===== config.mk =====
export PLATFORM = sky130hd
export DESIGN_NAME = mem_ctrl
export DESIGN_NICKNAME = d
export VERILOG_FILES = /design/src/rtl/mem_ctrl.sv
export SDC_FILE = /design/constraint.sdc
export NUM_CORES = 1
export LEC_CHECK = 0
export BUFFER_PORTS_ARGS = -buffer_cell sky130_fd_sc_hd__buf_2
export CAP_MARGIN = 0
export CORE_MARGIN = 3
export CORE_UTILIZATION = 37
export DETAILED_ROUTE_END_ITERATION = 10
export PLACE_DENSITY = 0.89
export SLEW_MARGIN = 10
export SYNTH_ARGS = -nofsm -noshare
export SYNTH_HDL_FRONTEND = slang
export SYNTH_SLANG_ARGS = --single-unit

===== constraint.sdc =====
create_clock -name clk -period 2.3 [get_ports clk]
set_clock_uncertainty 0.2 [all_clocks]
set_input_delay 0.115 -clock clk [delete_from_list [all_inputs] [get_ports clk]]
set_output_delay 0.115 -clock clk [all_outputs]
set_load 0.01 [all_outputs]

===== src/rtl/mem_ctrl.sv =====
// Byte-wide single-port RAM arbiter between a fetch requester and a memory-stage requester.
// The memory stage wins simultaneous requests; an active owner is never preempted.
module mem_ctrl #(
  parameter int ADDR_W = 18
) (
  input  logic              clk,
  input  logic              rst,
  input  logic              rdy_in,
  input  logic              if_re,
  input  logic [31:0]       if_addr,
  output logic [7:0]        if_rdata,
  output logic              if_stall,
  input  logic              mem_re,
  input  logic              mem_we,
  input  logic [31:0]       mem_addr,
  input  logic [7:0]        mem_wdata,
  output logic [7:0]        mem_rdata,
  output logic              mem_stall,
  output logic [ADDR_W-1:0] ram_a,
  output logic [7:0]        ram_dout,
  output logic              ram_wr,
  input  logic [7:0]        ram_din
);

  typedef enum logic [1:0] {
    IDLE    = 2'd0,
    OWN_IF  = 2'd1,
    OWN_MEM = 2'd2
  } owner_e;

  owner_e owner, owner_nxt;

  logic              mem_req;
  logic [ADDR_W-1:0] ram_a_nxt;
  logic [7:0]        ram_dout_nxt;
  logic              ram_wr_nxt;

  assign mem_req = mem_re | mem_we;

  // NOTE: every output of this block gets a default before the case, so no path leaves a latch.
  always_comb begin
    owner_nxt = owner;
    case (owner)
      IDLE: begin
        if (mem_req)    owner_nxt = OWN_MEM;
        else if (if_re) owner_nxt = OWN_IF;
      end
      OWN_MEM: begin
        if (!mem_req) owner_nxt = if_re ? OWN_IF : IDLE;
      end
      OWN_IF: begin
        if (!if_re) owner_nxt = mem_req ? OWN_MEM : IDLE;
      end
      default: owner_nxt = IDLE;
    endcase
  end

  // NOTE: state registers use non-blocking assignments so all flops sample pre-edge values together.
  always_ff @(posedge clk or posedge rst) begin
    if (rst)         owner <= IDLE;
    else if (rdy_in) owner <= owner_nxt;
  end

  // RAM-side values come from the owner before the edge, so a new grant reaches RAM one edge later.
  always_comb begin
    ram_a_nxt    = '0;
    ram_dout_nxt = '0;
    ram_wr_nxt   = 1'b0;
    case (owner)
      OWN_IF: ram_a_nxt = if_addr[ADDR_W-1:0];
      OWN_MEM: begin
        ram_a_nxt    = mem_addr[ADDR_W-1:0];
        ram_dout_nxt = mem_wdata;
        ram_wr_nxt   = mem_we;
      end
      default: ;
    endcase
  end

  always_ff @(posedge clk or posedge rst) begin
    if (rst) begin
      ram_a    <= '0;
      ram_dout <= '0;
      ram_wr   <= 1'b0;
    end else if (rdy_in) begin
      ram_a    <= ram_a_nxt;
      ram_dout <= ram_dout_nxt;
      ram_wr   <= ram_wr_nxt;
    end else begin
      // Frozen: address and data hold, but a held strobe would repeat the write.
      ram_wr <= 1'b0;
    end
  end

  assign if_stall  = if_re   & (owner != OWN_IF);
  assign mem_stall = mem_req & (owner != OWN_MEM);

  always_comb begin
    if_rdata  = '0;
    mem_rdata = '0;
    case (owner)
      OWN_IF:  if_rdata  = ram_din;
      OWN_MEM: mem_rdata = ram_din;
      default: ;
    endcase
  end

  // Address bits above the RAM width are intentionally ignored.
  generate
    if (ADDR_W < 32) begin : g_unused_hi
      logic unused_addr_hi;
      assign unused_addr_hi = &{1'b0, if_addr[31:ADDR_W], mem_addr[31:ADDR_W]};
    end
  endgenerate

endmodule


==> impl_metrics.json <==
{
  "netlist_area_sq_um": 1490,
  "crit_path_end_kind": "flop",
  "power.density_nw_per_um2": 886,
  "max-vdd-ir-drop_mv": 0.378,
  "cts_tree": "done",
  "placed_cells": 301,
  "critical_path_required_ps": 2220,
  "layout.nets": 399,
  "antenna_left": 0,
  "drt_wl_total_um": 4970,
  "netlist-cell-type-count": 20,
  "leakagePower_nw": 1.33,
  "finalCriticalPeriod_ps": 2050,
  "diodes": 0,
  "worst_slew_pin_slew_ps": 626,
  "place_congestion": 0.732,
  "cts_made_buffers": 5,
  "synth.avg_cell_area_sq_um": 9.41,
  "synth.area.top_cells": "dfrtp_1 (49%), a22oi_1 (9.1%), o22ai_1 (8.0%)",
  "drt_iter0_drc": 115,
  "synth.top_cell.area_share": 0.488,
  "port_buffers": 102,
  "grt_max_degree": 32,
  "fmaxAchievable_mhz": 488,
  "grt_pass1_wl_um": 8130,
  "switching_share": 0.384,
  "setup_viol": 0,
  "fp.dieH_um": 69.4,
  "drive_gt1_frac": 0.372,
  "maxCapViolations": 0,
  "layout.cells.non_filler": 357,
  "hpwl_um": 2980,
  "setup_tns_ps": 0,
  "ios": 131,
  "slew_headroom": 0.582,
  "syn-num-nets": 249,
  "rows": 22,
  "critical_path_class": "reg2reg",
  "p_sw_w": 0.000878,
  "wire_per_inst_um": 13.9,
  "synth_top_cell_by_area": "dfrtp_1",
  "initial_core_util": 0.394,
  "power_frac_comb": 0.503,
  "synth_flop_cell": "dfrtp_1",
  "routed_via_density": 4.79,
  "p_int_w": 0.00141,
  "drt_pass1_iterations": 4,
  "finalCritPeriodShare": 0.891,
  "holdWs_ps": 156,
  "hold_viol_final": 0,
  "status": "finished, final reports clean",
  "synthTopCellsByCount": "dfrtp_1 (29), inv_1 (29), o22ai_1 (19)",
  "grt.total_usage": 0.211,
  "synthCells": 158,
  "arrival_ps": 1970,
  "clk_latency_ps": 280,
  "rsz0062_at_grt": "false",
  "sequentialPowerShare": 0.328,
  "path_max_fanout": 9,
  "area_delta_synth_final_pct": 73.7,
  "post_cts_buffers": 0,
  "start_kind": "flop",
  "final_util": 0.685,
  "dr_total_vias": 1710,
  "min_path_type": "in2reg",
  "clkPwrFrac": 0.169,
  "async_flop_share": 1.00,
  "die_w_um": 69.4,
  "clk_pin_slew_worst_paths_ps": 60,
  "drc": 0,
  "grt_overflow": 0,
  "design_area_sq_um": 2580,
  "cts.sinks": 29,
  "ys_seq_elements": 29,
  "final-max-slew-violation-count": 0,
  "die_area_sq_um": 4810,
  "cts.path.max_buffers": 2,
  "core_area_sq_um": 3770,
  "antenna_found_initial": 0,
  "cts-root-buf": "clkbuf_8",
  "grt_pass1_vias": 1775,
  "synth_seq_area_share": 0.488,
  "post_dp_cell_area_sq_um": 2020,
  "ys_warn_count": 0,
  "cts_max_level": 2,
  "synth-edff-count": 0
}
## per-stage QoR
step / power, W / worst slack, ps
floorplan: 0.00142 / 635
global placement: 0.00177 / 475
detailed placement: 0.00181 / 429
CTS: 0.00230 / 122
global route: 0.00247 / 127
finish: 0.00229 / 251
## worst max-delay path: stages (launching register included)
cell	delay (ps)
dfrtp_1	400
inv_1	100
ha_1	200
buf_4	170
a22oi_1	180
dlygate4sd3_1	580
o22ai_1	70
## state kept, by name, summed over array words and instances, names as in the netlist
signal    flops
ram_wr        1
ram_a        18
ram_dout      8
owner         2
## kinds of logic after synthesis
kind of cell / synth area share
compound gates: 0.216
fa+ha+maj: 0.0421
buf+inv: 0.120
flops: 0.488
simple gates: 0.133
## routing by layer
layer  GRT usage  vias up  wire [um]
li1            -      838          -
met1       0.224      769       1820
met2       0.377       82       2580
met3      0.0464       21        328
met4       0.128        0        242
met5           0        -          0
## final timing paths
check	from	endpoint	slack (ps)	depth (start not counted)
max	owner[1]$_DFFE_PP0P_	ram_a[5]$_DFFE_PP0P_	250	6
min	rdy_in	ram_dout[2]$_DFFE_PP0P_	160	2
max reg2reg	owner[1]$_DFFE_PP0P_	ram_a[5]$_DFFE_PP0P_	250	6
min reg2reg	ram_dout[3]$_DFFE_PP0P_	ram_dout[3]$_DFFE_PP0P_	320	2
max in group asynchronous	rst	ram_a[16]$_DFFE_PP0P_	1370	4
min in group asynchronous	rst	ram_dout[0]$_DFFE_PP0P_	260	4
## cells in the final DEF (no fill, tap or decap), drive strengths merged, types with 2 or more instances in the layout
cell type,n
o21ai,10
inv,29
buf,106
dfrtp,29
o22ai,19
clkbuf,6
clkinv,2
ha,5
o2bb2ai,2
nand2,10
a22oi,18
nor2,2
and2,17
dlygate4sd3,48
## cell type report
type / count / area [sq um]
Fill cell: 301 / 1190
Timing Repair Buffer: 154 / 1020
Sequential cell: 29 / 726
Multi-Input combinational cell: 89 / 584
Inverter: 29 / 109
Clock buffer: 6 / 72.6
Tap cell: 48 / 60.1
Clock inverter: 2 / 10.0
## power groups by stage
stage / Sequential [W] / Combinational (W) / Clock, W
after detailed placement: 0.000757 / 0.00105 / 0
after global routing: 0.000772 / 0.00127 / 0.000430
after floorplan: 0.000821 / 0.000601 / 0
after global placement: 0.000747 / 0.00102 / 0
after CTS: 0.000748 / 0.00115 / 0.000400
final: 0.000751 / 0.00115 / 0.000387
## timing repair
item                                    CTS  global route
resized for setup                         0             1
hold buffers                             48             0
hold endpoints to repair                 58             0
endpoints found under the setup margin    0             6
(Power assumes the default switching activity.)
